## src/rtl/drumbank_sweep.sv

```systemverilog
// Plugboard hypothesis sweep controller for a chain of external drum stages.
// For each hypothesis it clears the plugboard memory and seeds the two
// letters under test. It then lets the stage chain run until the chain
// faults, completes, or times out.
module drumbank_sweep #(
    parameter int unsigned NUM_STAGES = 12,
    parameter int unsigned DEPTH      = 26,
    parameter int unsigned DATA_W     = 5,
    parameter int unsigned HYP_FIRST  = 0,
    parameter int unsigned HYP_LAST   = 25,
    parameter int unsigned TIMEOUT    = 1024
) (
    input  logic                         clk,
    input  logic                         reset,
    input  logic                         start,
    input  logic                         abort,
    input  logic [DATA_W-1:0]            msg_input0,
    output logic                         busy,
    output logic                         done,
    output logic                         found,
    output logic [DATA_W-1:0]            found_hyp,
    output logic                         timeout_seen,
    output logic [DATA_W-1:0]            hyp_out,
    output logic                         stage_clear,
    output logic [NUM_STAGES-1:0]        stage_enable,
    input  logic [NUM_STAGES-1:0]        stage_done,
    input  logic [NUM_STAGES-1:0]        stage_fault,
    input  logic [NUM_STAGES-1:0]        stage_we,
    input  logic [5*NUM_STAGES-1:0]      stage_waddr,
    input  logic [5*NUM_STAGES-1:0]      stage_raddr,
    input  logic [DATA_W*NUM_STAGES-1:0] stage_wdata,
    output logic [DATA_W-1:0]            stage_rdata
);

    localparam int unsigned AW   = 5;
    localparam int unsigned CntW = $clog2(NUM_STAGES + 1);
    localparam int unsigned ActW = (NUM_STAGES > 1) ? $clog2(NUM_STAGES) : 1;
    localparam int unsigned TmW  = $clog2(TIMEOUT + 1);

    typedef enum logic [2:0] {
        StIdle,
        StClear,
        StWrite0,
        StWrite1,
        StRun,
        StNext,
        StFinish
    } state_e;

    state_e              state_q, state_d;
    logic [DATA_W-1:0]   msg_q, msg_d;
    logic [DATA_W-1:0]   hyp_q, hyp_d;
    logic [DATA_W-1:0]   found_hyp_q, found_hyp_d;
    logic                found_q, found_d;
    logic                tmo_q, tmo_d;
    logic [AW-1:0]       clr_cnt_q, clr_cnt_d;
    logic [TmW-1:0]      run_cnt_q, run_cnt_d;
    logic [ActW-1:0]     active_q, active_d;
    logic [CntW-1:0]     done_cnt;
    logic                any_fault;
    logic                all_done;

    logic                mem_we;
    logic [AW-1:0]       mem_waddr;
    logic [AW-1:0]       mem_raddr;
    logic [DATA_W-1:0]   mem_wdata;
    logic [DATA_W-1:0]   mem [DEPTH];
    logic [DATA_W-1:0]   rdata_q;

    assign any_fault = |stage_fault;
    assign all_done  = &stage_done;

    // Active stage: number of completed stages, saturated at the last stage
    always_comb begin
        done_cnt = '0;
        for (int unsigned i = 0; i < NUM_STAGES; i++) begin
            done_cnt = done_cnt + CntW'(stage_done[i]);
        end
        if (32'(done_cnt) > NUM_STAGES - 1) begin
            active_d = ActW'(NUM_STAGES - 1);
        end else begin
            active_d = ActW'(done_cnt);
        end
    end

    // Stage i may run once its predecessor has completed
    always_comb begin
        stage_enable = '0;
        if (state_q == StRun) begin
            stage_enable[0] = 1'b1;
            for (int unsigned i = 1; i < NUM_STAGES; i++) begin
                stage_enable[i] = stage_done[i-1];
            end
        end
    end

    // Memory port: the active stage owns it in RUN, the controller elsewhere
    always_comb begin
        mem_we    = 1'b0;
        mem_waddr = '0;
        mem_raddr = '0;
        mem_wdata = '0;
        case (state_q)
            StClear: begin
                mem_we    = 1'b1;
                mem_waddr = clr_cnt_q;
                mem_wdata = '1;
            end
            StWrite0: begin
                mem_we    = 1'b1;
                mem_waddr = AW'(msg_q);
                mem_wdata = hyp_q;
            end
            StWrite1: begin
                mem_we    = 1'b1;
                mem_waddr = AW'(hyp_q);
                mem_wdata = msg_q;
            end
            StRun: begin
                mem_we    = stage_we[active_q];
                mem_waddr = stage_waddr[active_q*AW +: AW];
                mem_raddr = stage_raddr[active_q*AW +: AW];
                mem_wdata = stage_wdata[active_q*DATA_W +: DATA_W];
            end
            default: ;
        endcase
    end

    // Plugboard memory: registered read returns pre-write data on a collision
    always_ff @(posedge clk) begin
        if (mem_we && (32'(mem_waddr) < DEPTH)) begin
            mem[mem_waddr] <= mem_wdata;
        end
        rdata_q <= (32'(mem_raddr) < DEPTH) ? mem[mem_raddr] : '0;
    end

    // Sweep sequencing and result bookkeeping
    always_comb begin
        state_d     = state_q;
        msg_d       = msg_q;
        hyp_d       = hyp_q;
        found_d     = found_q;
        found_hyp_d = found_hyp_q;
        tmo_d       = tmo_q;
        clr_cnt_d   = clr_cnt_q;
        run_cnt_d   = run_cnt_q;
        case (state_q)
            StIdle: begin
                if (start) begin
                    state_d     = StClear;
                    msg_d       = msg_input0;
                    hyp_d       = DATA_W'(HYP_FIRST);
                    found_d     = 1'b0;
                    found_hyp_d = DATA_W'(HYP_FIRST);
                    tmo_d       = 1'b0;
                    clr_cnt_d   = '0;
                end
            end
            StClear: begin
                clr_cnt_d = clr_cnt_q + AW'(1);
                if (clr_cnt_q == AW'(DEPTH - 1)) begin
                    clr_cnt_d = '0;
                    state_d   = StWrite0;
                end
            end
            StWrite0: state_d = StWrite1;
            StWrite1: begin
                run_cnt_d = '0;
                state_d   = StRun;
            end
            StRun: begin
                run_cnt_d = run_cnt_q + TmW'(1);
                // Fault beats completion, completion beats timeout
                if (any_fault) begin
                    state_d = StNext;
                end else if (all_done) begin
                    found_d     = 1'b1;
                    found_hyp_d = hyp_q;
                    state_d     = StFinish;
                end else if (run_cnt_q == TmW'(TIMEOUT - 1)) begin
                    tmo_d   = 1'b1;
                    state_d = StNext;
                end
            end
            StNext: begin
                if (hyp_q == DATA_W'(HYP_LAST)) begin
                    state_d = StFinish;
                end else begin
                    hyp_d     = hyp_q + DATA_W'(1);
                    clr_cnt_d = '0;
                    state_d   = StClear;
                end
            end
            StFinish: state_d = StIdle;
            default:  state_d = StIdle;
        endcase
        // Abort leaves results exactly as they stood before this cycle
        if (abort && (state_q != StIdle)) begin
            state_d     = StIdle;
            found_d     = found_q;
            found_hyp_d = found_hyp_q;
            tmo_d       = tmo_q;
        end
    end

    // State and datapath registers
    always_ff @(posedge clk) begin
        if (reset) begin
            state_q     <= StIdle;
            msg_q       <= '0;
            hyp_q       <= DATA_W'(HYP_FIRST);
            found_q     <= 1'b0;
            found_hyp_q <= DATA_W'(HYP_FIRST);
            tmo_q       <= 1'b0;
            clr_cnt_q   <= '0;
            run_cnt_q   <= '0;
            active_q    <= '0;
        end else begin
            state_q     <= state_d;
            msg_q       <= msg_d;
            hyp_q       <= hyp_d;
            found_q     <= found_d;
            found_hyp_q <= found_hyp_d;
            tmo_q       <= tmo_d;
            clr_cnt_q   <= clr_cnt_d;
            run_cnt_q   <= run_cnt_d;
            active_q    <= active_d;
        end
    end

    assign busy         = (state_q != StIdle);
    assign done         = (state_q == StFinish);
    assign stage_clear  = (state_q == StClear);
    assign found        = found_q;
    assign found_hyp    = found_hyp_q;
    assign timeout_seen = tmo_q;
    assign hyp_out      = hyp_q;
    assign stage_rdata  = rdata_q;

endmodule
```

## config.mk

```make
export PLATFORM = sky130hd
export DESIGN_NAME = drumbank_sweep
export DESIGN_NICKNAME = d
export VERILOG_FILES = /design/src/rtl/drumbank_sweep.sv
export SDC_FILE = /design/constraint.sdc
export NUM_CORES = 1
export LEC_CHECK = 0
export CAP_MARGIN = 20
export CORE_MARGIN = 2
export CORE_UTILIZATION = 50
export DETAILED_ROUTE_END_ITERATION = 12
export PLACE_DENSITY_LB_ADDON = 0.3
export SYNTH_ARGS = -nofsm -noshare
export SYNTH_HDL_FRONTEND = slang
export SYNTH_SLANG_ARGS = --single-unit
```

## constraint.sdc

```tcl
create_clock -name clk -period 9.3 [get_ports clk]
set_input_delay 1.395 -clock clk [delete_from_list [all_inputs] [get_ports clk]]
set_output_delay 1.395 -clock clk [all_outputs]
set_load 0.005 [all_outputs]
```

; ---- After elaboration in Yosys (flattened, before gate mapping)
; Memories as Yosys holds them, arrays and structs flattened. A register that Yosys moved wholly into a read port is not among the register bits.
; Cells that the tools add are included.
[totals]
reg_bits = 40
ramBits = 130
out_inout_bits = 32
elab_cells = 106
mem_count = 1
[op_classes]
n_addsub = 14
n_mul = 1
magnitude_cmp = 4
n_eq_ne = 17
n_shift = 3
n_mux = 35
n_bitwise = 1
n_reduce_logical = 20
[memory_table]
columns = name, words, word_bits, read_ports, rd_clocked_by_memory_dff, wr, line
row1 = mem, 26, 5, 1, 1, 1, 67  ; logic [DATA_W-1:0] mem [DEPTH];
[op_table]
columns = operator, n
row1 = $shiftx A60 B8 Y5, 3
row2 = $pmux W5 S4, 2
row3 = $mux W5, 7
row4 = $add A4 B1 Y4, 8
row5 = $pmux W11 S2, 1
row6 = $pmux W5 S2, 2
row7 = $mux W3, 6
row8 = $pmux W3 S6, 1
row9 = $pmux W5 S3, 1
row10 = $mux W12, 1
row11 = $reduce_and A12 Y1, 1
row12 = $reduce_or A12 Y1, 1
row13 = $add A11 B1 Y11 const B, 1
row14 = $eq A11 B10 Y1 const B, 1
row15 = $add A5 B1 Y5 const B, 2
row16 = $eq A5 B5 Y1 const B, 2
row17 = $lt A5 B5 Y1 const B, 2
row18 = $ne A2 B2 Y1 const B, 5
row19 = $eq A3 B3 Y1 const B, 3
row20 = $mux W1, 9
row21 = $reduce_and A3 Y1, 3
row22 = $mul A4 B3 Y7 const B, 1
row23 = $eq A3 B2 Y1 const B, 2
row24 = $pmux W1 S2, 3
row25 = 21 further kinds, 27

; ---- Longest topological paths before layout
; Gate-level depths: netlist (run 1).
[depth]
ltp_word = 13
ltp_mapped = 11
mapped_depth_nobuf = 11

; ---- Worst setup path after synthesis (run 1)
; Ideal clock, no wire load.
[synth_path]
path_kind = input -> register
from = input port stage_done[5]
to = register active_q[0]
setup_ps = 128
arrival_ps = 4377
path_slack_ps = 4796
path_stages = 11
cell_sequence = inv_1 > fa_1 > fa_1 > fa_1 > fa_1 > inv_1 > ha_1 > fa_1 > xor2_1 > a21oi_1 > nor2_1
[synth_via]
elab_chain_cells = 9
[synth_rtl]
columns = element, line
row1 = start: declaration, 26  ; input logic [NUM_STAGES-1:0] stage_done,
row2 = $add A4 B1 Y4 (*) (7 in a row), 77  ; done_cnt = done_cnt + CntW'(stage_done[i]);
row3 = $gt A4 B4 Y1, 79  ; if (32'(done_cnt) > NUM_STAGES - 1) begin
row4 = $mux W4 (*), 79
row5 = end signal: assignment, 227  ; active_q <= active_d;
row6 = end: declaration, 58  ; logic [ActW-1:0] active_q, active_d;
; Every way passes the cells marked *; elsewhere a longest branch is shown, timed or not.
; A chain may end at the register's enable or synchronous reset.

; ---- Worst setup path in the final report (run 1)
[layout_path]
from = register state_q[2]
to = output port stage_enable[4]
[layout_via]
elab_chain_cells = 2
[layout_rtl]
columns = element, line
row1 = start: declaration, 50  ; state_e state_q, state_d;
row2 = start signal: assignment, 209  ; state_q <= StIdle;
row3 = start signal: assignment, 219  ; state_q <= state_d;
row4 = $eq A3 B3 Y1, 89  ; if (state_q == StRun) begin
row5 = $mux W12, 89
row6 = end: declaration, 25  ; output logic [NUM_STAGES-1:0] stage_enable,
; No other way between the ends.

==> results of run 1 <==
[placed cells by master, fill, tap and decap left out, types with 6 or more instances in the layout]
cell type                           n
sky130_fd_sc_hd__clkdlybuf4s50_1  256
sky130_fd_sc_hd__mux2i_1           36
sky130_fd_sc_hd__edfxtp_1         130
sky130_fd_sc_hd__buf_4             10
sky130_fd_sc_hd__inv_8              6
sky130_fd_sc_hd__nand3_1           22
sky130_fd_sc_hd__nor2_1            81
sky130_fd_sc_hd__fa_1               7
sky130_fd_sc_hd__a31oi_1            9
sky130_fd_sc_hd__o221ai_1           9
sky130_fd_sc_hd__a211oi_1          14
sky130_fd_sc_hd__nand2_1           97
sky130_fd_sc_hd__dfxtp_1           43
sky130_fd_sc_hd__and2_0             6
sky130_fd_sc_hd__inv_1             23
sky130_fd_sc_hd__and2_1             7
sky130_fd_sc_hd__nor3_1            19
sky130_fd_sc_hd__xor2_1             7
sky130_fd_sc_hd__clkbuf_16         17
sky130_fd_sc_hd__o32ai_2            6
sky130_fd_sc_hd__a21oi_1           47
sky130_fd_sc_hd__nand4_1           10
sky130_fd_sc_hd__ha_1              10
sky130_fd_sc_hd__a22oi_1           13
sky130_fd_sc_hd__and3_1             6
sky130_fd_sc_hd__mux4_2            45
sky130_fd_sc_hd__o21ai_0           18
sky130_fd_sc_hd__nand2b_1           9
[area by class of cell]
| class | count | area share [%] |
|---|---|---|
| tap | 234 | 2.27 |
| sequential | 175 | 37.3 |
| timing repair buffer | 268 | 20.6 |
| inverter | 25 | 0.728 |
| clock inverter | 15 | 1.42 |
| clock buffer | 17 | 3.30 |
| multi-input combinational | 569 | 34.3 |
[critical path: cells and delay by family (launching register included)]
| kind | cells | cell delay, ns |
|---|---|---|
| buffers and inverters | 2 | 1.10 |
| and+or+nand+nor | 2 | 1.06 |
| DFF | 1 | 0.70 |
[cells in the mapped netlist, types with 13 or more instances]
cell type | count | area (sq um)
sky130_fd_sc_hd__clkbuf_1 | 17 | 63.8
sky130_fd_sc_hd__nand2_1 | 97 | 364
sky130_fd_sc_hd__mux4_2 | 45 | 1010
sky130_fd_sc_hd__a22oi_1 | 13 | 97.6
sky130_fd_sc_hd__o21ai_0 | 18 | 90.1
sky130_fd_sc_hd__dfxtp_1 | 45 | 901
sky130_fd_sc_hd__nor3_1 | 19 | 95.1
sky130_fd_sc_hd__buf_2 | 16 | 80.1
sky130_fd_sc_hd__a21oi_1 | 47 | 235
sky130_fd_sc_hd__mux2i_1 | 36 | 360
sky130_fd_sc_hd__nor2_1 | 81 | 304
sky130_fd_sc_hd__a211oi_1 | 14 | 105
sky130_fd_sc_hd__inv_1 | 23 | 86.3
sky130_fd_sc_hd__nand3_1 | 22 | 110
sky130_fd_sc_hd__edfxtp_1 | 130 | 3900
[sequential cells by signal, summed over array words and instances (netlist names)]
register / flops
state_q: 3
msg_q: 5
run_cnt_q: 11
found_hyp: 5
mem: 130
found: 1
timeout_seen: 1
clr_cnt_q: 5
stage_rdata: 5
hyp_out: 5
active_q: 4
[per-layer routing]
layer	wire length [um]	global-route usage [%]	share of wire (%)
met4	1370	14.4	4.5
met3	2810	8.88	9.2
met1	11400	37.7	37
met2	15000	50.9	49
met5	0	0	0
[stage by stage]
stage	cell area (sq um)	hold WS (ns)
detailed placement	12300	0.470
floorplan	9530	0.449
finish	12900	0.484
global placement	12300	0.466
global route	12900	0.505
CTS	12900	0.479
[kinds of logic (layout without fill, tap and decap cells)]
family          Yosys count  count (layout)  share of synthesized area, %
xor+xnor                  9               9                         0.828
fa+ha+maj                17              17                          2.78
flops                   175             175                          50.4
buf+inv                  72             325                          3.64
compound gates          173             173                          13.1
simple gates            284             284                          13.8
mux                      86              86                          15.4
[power by group]
| group | total (W) | internal (W) | switching [W] |
|---|---|---|---|
| Clock | 0.000722 | 0.000387 | 0.000335 |
| Combinational | 0.00151 | 0.000636 | 0.000875 |
| Sequential | 0.00108 | 0.00101 | 0.0000702 |
| Total | 0.00331 | 0.00203 | 0.00128 |
[final timing paths]
path	startpoint	endpoint	slack, ns	cells past startpoint
min reg2reg	msg_q[4]$_SDFFE_PP0P_	msg_q[4]$_SDFFE_PP0P_	0.48	2
max reg2reg	state_q[2]$_SDFFE_PP0P_	stage_rdata[0]$_SDFF_PP0_	5.19	8
min	msg_q[4]$_SDFFE_PP0P_	msg_q[4]$_SDFFE_PP0P_	0.48	2
max	state_q[2]$_SDFFE_PP0P_	stage_enable[4]	4.61	4
==> results.py, run 1 <==
metrics = {
    "routing": {
        "via_per_inst": 6.15,
        "drtPass1Iterations": 5,
        "detail_route_antenna_nets": 0,
        "drt-total-wl_mm": 30.6,
        "vias_after_detailed_routing": 8008,
        "remaining_drc_errors": 0,
        "initialDrtViolationCount": 703,
        "routedWlPerCell_um": 23.5,
    },
    "sta": {
        "timing_hold_violations_final": 0,
        "max_freq_mhz": 213,
        "final_period_minus_worst_setup_slack_ns": 4.70,
        "timing.clock.skew_ns": 0.0147,
        "rsz0062_at_grt": "no",
        "layout_setup_ws_ns": 4.61,
        "max_slew_headroom_pct": 24.9,
        "final_max_slew_violation_count": 0,
        "final-setup-viol-count": 0,
        "final_min_period_over_clock_period_pct": 50.5,
        "worst-slew-pin-transition_ns": 1.12,
        "setup_total_negative_slack_ns": 0,
    },
    "clock_network": {
        "clock_pin_slew_of_the_registers_on_the_worst_case_setup_and_hold_paths_ns": 0.07,
        "clk_path_buf_depth": 2,
        "cts.root.buffer_cell": "sky130_fd_sc_hd__clkbuf_16",
        "clk-insertion-delay-late_ns": 0.44,
        "cts_inserted_buffers": 17,
        "cts_hold_buffers_added": 0,
        "post_cts_resized": 0,
        "cts_tree": "yes",
        "htreeDepth": 4,
        "tritoncts_num_sinks": 175,
        "cts_setup_buffers": 0,
    },
    "yosys": {
        "post_synth_instance_area_sq_mm": 0.00953,
        "syn_nets": 1058,
        "ys_seq_elements": 175,
        "seq_area_frac_synth_pct": 50.4,
        "ys.warnings.count": 0,
        "asr_flop_ratio_synth_pct": 0,
        "postSynthAreaPerCell_sq_um": 11.7,
        "ys_dominant_reg_cell": "sky130_fd_sc_hd__edfxtp_1",
        "post_synth_edffs": 130,
        "synthCells": 816,
        "synth_cell_type_count": 78,
    },
    "die": {
        "io-pin-count": 257,
        "placeableCoreArea_sq_mm": 0.0187,
        "die_footprint_sq_mm": 0.0202,
        "die_h_um": 142,
        "initial_core_utilization_pct": 50.9,
        "die_w_um": 142,
        "placementRows": 50,
    },
    "global_route": {
        "grt_start_max_net_pins": 48,
        "grt_antenna_before_repair": 0,
        "via_count_of_the_first_global_routing_pass": 8095,
        "groute.usage.overall_pct": 30.9,
        "grt_overflow": 0,
        "first_pass_grt_wire_length_mm": 46.1,
    },
    "final_layout": {
        "final_layout_size_suffix_gt1_share_pct": 11.3,
        "layoutNonFillerInstCount": 1303,
        "multi_input_comb_area_sq_mm": 0.00442,
        "design.final.nets": 1298,
        "layout-area-overhead-vs-synth_pct": 35.2,
        "num_antenna_cells": 0,
        "final.fill_count": 1336,
        "seqCellArea_sq_mm": 0.00481,
        "postLayoutCoreUtil_pct": 68.9,
    },
    "run_status": {
        "status": "completed",
    },
    "worst_hold_path": {
        "worst_hold_path_type": "reg -> reg",
    },
    "power_and_ir_drop": {
        "power_leakage_nw": 4.51,
        "power_per_standard_cell_area_mw_per_mm2": 257,
        "report.power.total_w": 0.00331,
        "max-vdd-ir-drop_v": 0.000169,
    },
    "critical_path": {
        "start_kind": "register",
        "worst-endpoint-arrival_ns": 3.30,
        "worst_path_max_delay_cell": "sky130_fd_sc_hd__or3b_2",
        "max_stage_delay_ns": 0.84,
        "critical_path.cell_chain": "or3b_2, inv_2, and2_1, clkdlybuf4s50_1",
        "crit_type": "reg -> out",
        "end_kind": "output port",
        "crit_required_ns": 7.91,
        "cp_max_fo": 29,
    },
    "place": {
        "post-dp-hpwl_mm": 22.4,
        "numPlacedInstances": 1269,
        "dp_slack_ns": 4.14,
        "gpl.final_weighted_congestion": 0.944,
        "place.port_buffers": 256,
    },
    "flow_run": {
        "max_cap_viol_count": 0,
    },
}
Power figures use the tool's default switching activity.
==> run 2, diff against run 1 <==
--- a/config.mk
+++ b/config.mk
@@ -7,7 +7,7 @@
 export LEC_CHECK = 0
 export CAP_MARGIN = 20
 export CORE_MARGIN = 2
-export CORE_UTILIZATION = 50
+export CORE_UTILIZATION = 44
 export DETAILED_ROUTE_END_ITERATION = 12
 export PLACE_DENSITY_LB_ADDON = 0.3
 export SYNTH_ARGS = -nofsm -noshare
==> constraint.sdc (replaced) <==
create_clock -name clk -period 3.9 [get_ports clk]
set_input_delay 0.585 -clock clk [delete_from_list [all_inputs] [get_ports clk]]
set_output_delay 0.585 -clock clk [all_outputs]
set_load 0.005 [all_outputs]
==> run 2 against run 1 <==
Clock-buffer cell count unchanged. Critical path depth increased by 8. First-iteration DRC count is 14% higher. Global-route usage decreased by 2.7 points. Combinational power rose to 2.5 times the previous value. Power grew 140%. Sequential share of layout area is 0.94 points lower. Wire length up 0.96%. Die area rose by 13%. Via count is 0.99% higher.
==> results.py, run 2 (synthesis results as in run 1) <==
metrics = {
    "run_status": {
        "status": "completed",
    },
    "place": {
        "dpl_cell_area_sq_mm": 0.0126,
        "numPlacedInstances": 1347,
        "gpl.final_weighted_congestion": 0.928,
        "post-dp-hpwl_mm": 23.4,
        "dp_slack_ns": -0.526,
        "place.port_buffers": 256,
    },
    "sta": {
        "max_freq_mhz": 266,
        "setup_total_negative_slack_ns": 0,
        "final-setup-viol-count": 0,
        "timing.clock.skew_ns": 0.00975,
        "max_slew_headroom_pct": 42.3,
        "rsz0062_at_grt": "no",
        "layout_setup_ws_ns": 0.138,
        "worst-slew-pin-transition_ns": 0.860,
        "final_min_period_over_clock_period_pct": 96.5,
        "final_period_minus_worst_setup_slack_ns": 3.76,
        "timing_hold_violations_final": 0,
        "final_max_slew_violation_count": 0,
    },
    "global_route": {
        "via_count_of_the_first_global_routing_pass": 8293,
        "first_pass_grt_wire_length_mm": 47.5,
        "grt_antenna_before_repair": 0,
        "groute.usage.overall_pct": 28.2,
        "grt_start_max_net_pins": 30,
        "grt_overflow": 0,
    },
    "final_layout": {
        "final.fill_count": 1671,
        "most_frequent_cells_in_the_layout": "sky130_fd_sc_hd__clkdlybuf4s50_1 (254), sky130_fd_sc_hd__edfxtp_1 (130), sky130_fd_sc_hd__nand2_1 (97), sky130_fd_sc_hd__nor2_1 (81), sky130_fd_sc_hd__a21oi_1 (47)",
        "registers.top_by_ff_count": "mem",
        "registers_with_the_most_flip_flops": "mem x130, run_cnt_q x11",
        "num_antenna_cells": 0,
        "design.final.nets": 1334,
        "layout.cell_area.non_filler_sq_mm": 0.0132,
        "layout-area-overhead-vs-synth_pct": 38.7,
        "largest_register_ffs": 130,
        "final_layout_size_suffix_gt1_share_pct": 14.5,
        "layoutNonFillerInstCount": 1380,
        "mostFrequentLayoutCell": "sky130_fd_sc_hd__clkdlybuf4s50_1",
    },
    "clock_network": {
        "tritoncts_num_sinks": 175,
        "clk-insertion-delay-late_ns": 0.44,
        "cts_inserted_buffers": 17,
        "htreeDepth": 4,
        "clk_path_buf_depth": 2,
        "clock_pin_slew_of_the_registers_on_the_worst_case_setup_and_hold_paths_ns": 0.06,
        "cts_tree": "yes",
        "cts.root.buffer_cell": "sky130_fd_sc_hd__clkbuf_16",
        "cts_hold_buffers_added": 0,
    },
    "routing": {
        "drtPass1Iterations": 5,
        "detail_route_antenna_nets": 0,
        "drt-total-wl_mm": 30.9,
        "via_per_inst": 5.86,
        "routedWlPerCell_um": 22.4,
        "remaining_drc_errors": 0,
        "initialDrtViolationCount": 801,
        "vias_after_detailed_routing": 8087,
    },
    "critical_path": {
        "critical_path.cell_chain": "clkdlybuf4s50_1, inv_1, fa_1, fa_1, fa_1, fa_1, inv_1, ha_1, fa_2, xor2_2, a21oi_1, nor2_1",
        "worst-r2r-cell-count": 9,
        "crit_type": "in -> reg",
        "end_kind": "register",
        "r2r_start": "active_q[0]$_SDFF_PP0_",
        "worst_path_max_delay_cell": "sky130_fd_sc_hd__fa_1",
        "worstReg2RegEnd": "mem[15][1]$_DFFE_PP_",
        "worstSetupPathDepth": 12,
        "crit_required_ns": 4.22,
        "max_stage_delay_ns": 0.51,
        "critical_path_buf_inv_count": 3,
        "cp_max_fo": 3,
        "critical_path.startpoint": "stage_done[9]",
        "start_kind": "input pin",
        "cp_top_family": "adder cells",
        "rrSetupSlack_ns": 0.33,
        "worst_path_most_repeated_cell": "sky130_fd_sc_hd__fa_1",
        "worst-endpoint-arrival_ns": 4.08,
        "worstSetupEndpoint": "active_q[1]$_SDFF_PP0_",
    },
    "power_and_ir_drop": {
        "report.power.total_w": 0.00799,
        "max-vdd-ir-drop_v": 0.000316,
        "power_per_standard_cell_area_mw_per_mm2": 605,
        "power_leakage_nw": 4.70,
    },
    "worst_hold_path": {
        "worst_hold_path_type": "reg -> reg",
    },
    "die": {
        "io-pin-count": 257,
        "die_h_um": 151,
        "initial_core_utilization_pct": 45.0,
        "die_w_um": 151,
        "placementRows": 53,
        "placeableCoreArea_sq_mm": 0.0212,
        "die_footprint_sq_mm": 0.0228,
    },
    "flow_run": {
        "max_cap_viol_count": 0,
    },
}
[run 2: changes by cell type in the layout (fill, tap and decap cells not counted), moves of 2 or more]
cell / change
sky130_fd_sc_hd__inv_6: +4
sky130_fd_sc_hd__buf_4: +34
sky130_fd_sc_hd__dlymetal6s2s_1: +2
sky130_fd_sc_hd__inv_8: -4
sky130_fd_sc_hd__clkinv_8: -2
sky130_fd_sc_hd__clkinvlp_4: +2
sky130_fd_sc_hd__buf_12: +3
sky130_fd_sc_hd__clkdlybuf4s50_1: -2
sky130_fd_sc_hd__clkinv_2: +2
[run 2: worst reg2reg max path: cells and delay by family (launching register included)]
kind | cells | cell delay (ns)
multiplexers | 2 | 0.69
flip-flops | 1 | 0.63
buffers and inverters | 1 | 0.38
AND/OR/NAND/NOR | 3 | 0.93
AO/OA/AOI/OAI | 3 | 0.59
[run 2: stage by stage]
| step | utilization, % | hold WS (ns) |
|---|---|---|
| after floorplan | - | 0.449 |
| after global placement | 59.6 | 0.460 |
| after detailed placement | 59.6 | 0.475 |
| after CTS | 62.3 | 0.492 |
| after global routing | 62.5 | 0.509 |
| final | 62.5 | 0.492 |
[run 2: where the power goes]
part / internal, W / leakage (nW) / total, W / switching [W]
logic: 0.00167 / 2.87 / 0.00381 / 0.00215
registers: 0.00241 / 1.56 / 0.00257 / 0.000162
clock network: 0.000835 / 0.269 / 0.00161 / 0.000771
total: 0.00491 / 4.70 / 0.00799 / 0.00308
[run 2: layer usage]
layer | vias up | wire length, um | global-route usage (%)
met5 | - | 0 | 0
met4 | 0 | 1040 | 11.3
met3 | 59 | 2440 | 7.02
met2 | 379 | 14800 | 45.9
met1 | 3975 | 12600 | 36.2
li1 | 3674 | - | -
[run 2: final cells by class]
class	instances	area [sq um]	share of cell area, %
flip-flops and latches	175	4810	36.4
well taps	275	344	2.60
clock buffers	17	425	3.22
inverters	25	93.8	0.710
clock inverters	15	126	0.956
repair buffers	304	2980	22.6
multi-input cells	569	4430	33.5
[run 2: worst min-delay path by stage]
stage | start | to | cells past startpoint
after floorplan | msg_q[2]$_SDFFE_PP0P_ | msg_q[2]$_SDFFE_PP0P_ | 2
after global placement | timeout_seen$_SDFFE_PP0P_ | timeout_seen$_SDFFE_PP0P_ | 2
after detailed placement | timeout_seen$_SDFFE_PP0P_ | timeout_seen$_SDFFE_PP0P_ | 2
after CTS | msg_q[3]$_SDFFE_PP0P_ | msg_q[3]$_SDFFE_PP0P_ | 2
after global routing | timeout_seen$_SDFFE_PP0P_ | timeout_seen$_SDFFE_PP0P_ | 2
final | msg_q[4]$_SDFFE_PP0P_ | msg_q[4]$_SDFFE_PP0P_ | 2
[run 2: repair_timing]
action,4_1_cts,5_1_grt
buffers inserted,0,0
endpoints found under the setup margin,3,3
gates resized for setup,3,2
pin swaps,0,3
cloned,0,0
==> run 3, diff against run 2 <==
--- a/config.mk
+++ b/config.mk
@@ -7,8 +7,9 @@
 export LEC_CHECK = 0
 export CAP_MARGIN = 20
 export CORE_MARGIN = 2
-export CORE_UTILIZATION = 44
+export CORE_UTILIZATION = 50
 export DETAILED_ROUTE_END_ITERATION = 12
+export HOLD_SLACK_MARGIN = 0.05
 export PLACE_DENSITY_LB_ADDON = 0.3
 export SYNTH_ARGS = -nofsm -noshare
 export SYNTH_HDL_FRONTEND = slang
==> constraint.sdc (replaced) <==
create_clock -name clk -period 4.6 [get_ports clk]
set_input_delay 0.69 -clock clk [delete_from_list [all_inputs] [get_ports clk]]
set_output_delay 0.69 -clock clk [all_outputs]
set_load 0.005 [all_outputs]
==> run 3 against run 2 <==
Combinational power shrank 18%. Critical path type unchanged. Highest routed layer is now met5. Clock-buffer cell count grew 3. Clock skew is essentially flat. Sequential power shrank 14%.
==> results.py, run 3 (synthesis results as in run 1) <==
metrics = {
    "run_status": {
        "status": "completed",
    },
    "sta": {
        "max_slew_headroom_pct": 40.6,
        "final_min_period_over_clock_period_pct": 87.9,
        "max_freq_mhz": 247,
        "final_max_slew_violation_count": 0,
        "final_hold_slack_ns": 0.485,
        "setup_total_negative_slack_ns": 0,
        "timing.clock.skew_ns": 0.00986,
        "worst-slew-pin-transition_ns": 0.888,
        "rsz0062_at_grt": "no",
        "final_period_minus_worst_setup_slack_ns": 4.04,
        "final-setup-viol-count": 0,
        "timing_hold_violations_final": 0,
        "layout_setup_ws_ns": 0.559,
    },
    "critical_path": {
        "crit_required_ns": 4.94,
        "start_kind": "input pin",
        "worst_path_most_repeated_cell": "sky130_fd_sc_hd__fa_1",
        "crit_type": "in -> reg",
        "critical_path.cell_chain": "clkdlybuf4s50_1, inv_1, fa_1, fa_1, fa_1, fa_1, inv_1, ha_1, fa_1, xor2_1, nor3b_1",
        "worst-endpoint-arrival_ns": 4.38,
        "cp_max_fo": 3,
        "max_stage_delay_ns": 0.53,
        "end_kind": "register",
        "rrSetupSlack_ns": 1.02,
        "worst-r2r-cell-count": 8,
        "worstReg2RegEnd": "mem[22][1]$_DFFE_PP_",
        "r2r_start": "active_q[0]$_SDFF_PP0_",
        "worst_path_max_delay_cell": "sky130_fd_sc_hd__fa_1",
    },
    "power_and_ir_drop": {
        "power_leakage_nw": 4.59,
        "max-vdd-ir-drop_v": 0.000288,
        "power_per_standard_cell_area_mw_per_mm2": 523,
    },
    "final_layout": {
        "num_antenna_cells": 0,
        "layout-area-overhead-vs-synth_pct": 36.6,
        "final_layout_size_suffix_gt1_share_pct": 12.5,
        "postLayoutCoreUtil_pct": 69.6,
        "design.final.nets": 1314,
        "largest_register_ffs": 130,
        "most_frequent_cells_in_the_layout": "sky130_fd_sc_hd__clkdlybuf4s50_1 (256), sky130_fd_sc_hd__edfxtp_1 (130), sky130_fd_sc_hd__nand2_1 (97), sky130_fd_sc_hd__nor2_1 (81), sky130_fd_sc_hd__a21oi_1 (47)",
        "registers.top_by_ff_count": "mem",
        "registers_with_the_most_flip_flops": "mem x130, run_cnt_q x11",
        "mostFrequentLayoutCell": "sky130_fd_sc_hd__clkdlybuf4s50_1",
        "layout.cell_area.non_filler_sq_mm": 0.0130,
    },
    "global_route": {
        "grt_antenna_before_repair": 1,
        "grt_most_used_layer": "met2",
        "fraction_of_met2_tracks_used_by_global_routing_pct": 52.8,
        "groute.usage.overall_pct": 31.2,
        "globalRouteMet3Util_pct": 7.60,
        "first_pass_grt_wire_length_mm": 46.7,
        "via_count_of_the_first_global_routing_pass": 8241,
        "grt_start_max_net_pins": 33,
        "grt_use_met1_pct": 38.2,
        "grt_overflow": 0,
    },
    "routing": {
        "remaining_drc_errors": 0,
        "routedWlPerCell_um": 23.3,
        "initialDrtViolationCount": 766,
        "drt-total-wl_mm": 30.7,
        "detail_route_antenna_nets": 0,
        "drtPass1Iterations": 5,
        "vias_after_detailed_routing": 8142,
        "via_per_inst": 6.17,
    },
    "worst_hold_path": {
        "worst_hold_path.endpoint": "msg_q[2]$_SDFFE_PP0P_",
        "hold_depth": 2,
        "worst_hold_path_type": "reg -> reg",
        "min_delay_src": "msg_q[2]$_SDFFE_PP0P_",
    },
    "place": {
        "place.port_buffers": 256,
        "gpl.final_weighted_congestion": 0.988,
        "dp_slack_ns": 0.107,
        "dpl_cell_area_sq_mm": 0.0124,
        "post-dp-hpwl_mm": 23.2,
    },
    "clock_network": {
        "cts_tree": "yes",
        "clk-insertion-delay-late_ns": 0.43,
        "tritoncts_num_sinks": 175,
        "cts_hold_buffers_added": 0,
        "clock_pin_slew_of_the_registers_on_the_worst_case_setup_and_hold_paths_ns": 0.06,
        "cts_setup_buffers": 0,
        "cts.root.buffer_cell": "sky130_fd_sc_hd__clkbuf_16",
        "clk_path_buf_depth": 2,
        "cts_inserted_buffers": 17,
        "post_cts_resized": 0,
        "htreeDepth": 4,
    },
    "die": {
        "io-pin-count": 257,
        "die_w_um": 142,
        "placeableCoreArea_sq_mm": 0.0187,
        "initial_core_utilization_pct": 50.9,
        "placementRows": 50,
        "die_footprint_sq_mm": 0.0202,
        "die_h_um": 142,
    },
    "flow_run": {
        "max_cap_viol_count": 0,
    },
}
[run 3: cell types whose count changed in the layout (fill, tap and decap cells not counted), sizes merged]
| cell | previous run | this run |
|---|---|---|
| buf | 47 | 27 |
| clkbuf | 18 | 21 |
| inv | 33 | 30 |
| bufinv | 0 | 2 |
| clkdlybuf4s50 | 254 | 256 |
| clkinv | 5 | 3 |
| dlymetal6s2s | 2 | 0 |
[run 3: metal layers]
layer / share of wire [%] / vias to the layer above / wire, um
li1: - / 3642 / -
met5: 0.042 / - / 13
met4: 3.7 / 2 / 1140
met1: 38 / 3959 / 11800
met3: 8.8 / 66 / 2690
met2: 49 / 473 / 15100
[run 3: final cells by class]
type	instances	area (sq um)
Timing Repair Buffer	284	2790
Fill cell	1366	5690
Clock inverter	12	150
Sequential cell	175	4810
Inverter	25	93.8
Multi-Input combinational cell	569	4420
Clock buffer	20	457
Tap cell	234	293
[run 3: power by group]
group	total [W]	switching, W	internal [W]
combinational	0.00313	0.00178	0.00135
clock	0.00147	0.000626	0.000844
sequential	0.00220	0.000161	0.00204
total	0.00681	0.00257	0.00424
[run 3: how the worst max path moves through the flow]
stage / start / end / cells after the start
2_1_floorplan: stage_done[5] / active_q[0]$_SDFF_PP0_ / 11
3_3_place_gp: stage_done[9] / active_q[1]$_SDFF_PP0_ / 12
3_5_place_dp: stage_done[7] / active_q[0]$_SDFF_PP0_ / 12
4_1_cts: stage_done[7] / active_q[2]$_SDFF_PP0_ / 11
5_1_grt: stage_done[5] / active_q[2]$_SDFF_PP0_ / 11
6_report: stage_done[7] / active_q[2]$_SDFF_PP0_ / 11
[run 3: through the flow]
stage,total power (W),instances
global placement,0.00526,1286
global route,0.00712,1319
detailed placement,0.00532,1286
floorplan,0.00421,816
finish,0.00681,1319
CTS,0.00679,1318
[run 3: critical path: cells and delay by family]
| family | cells | cell delay (ns) |
|---|---|---|
| xor+xnor | 1 | 0.24 |
| fa+ha+maj | 6 | 2.59 |
| buf+inv | 3 | 0.64 |
| simple gates | 1 | 0.23 |
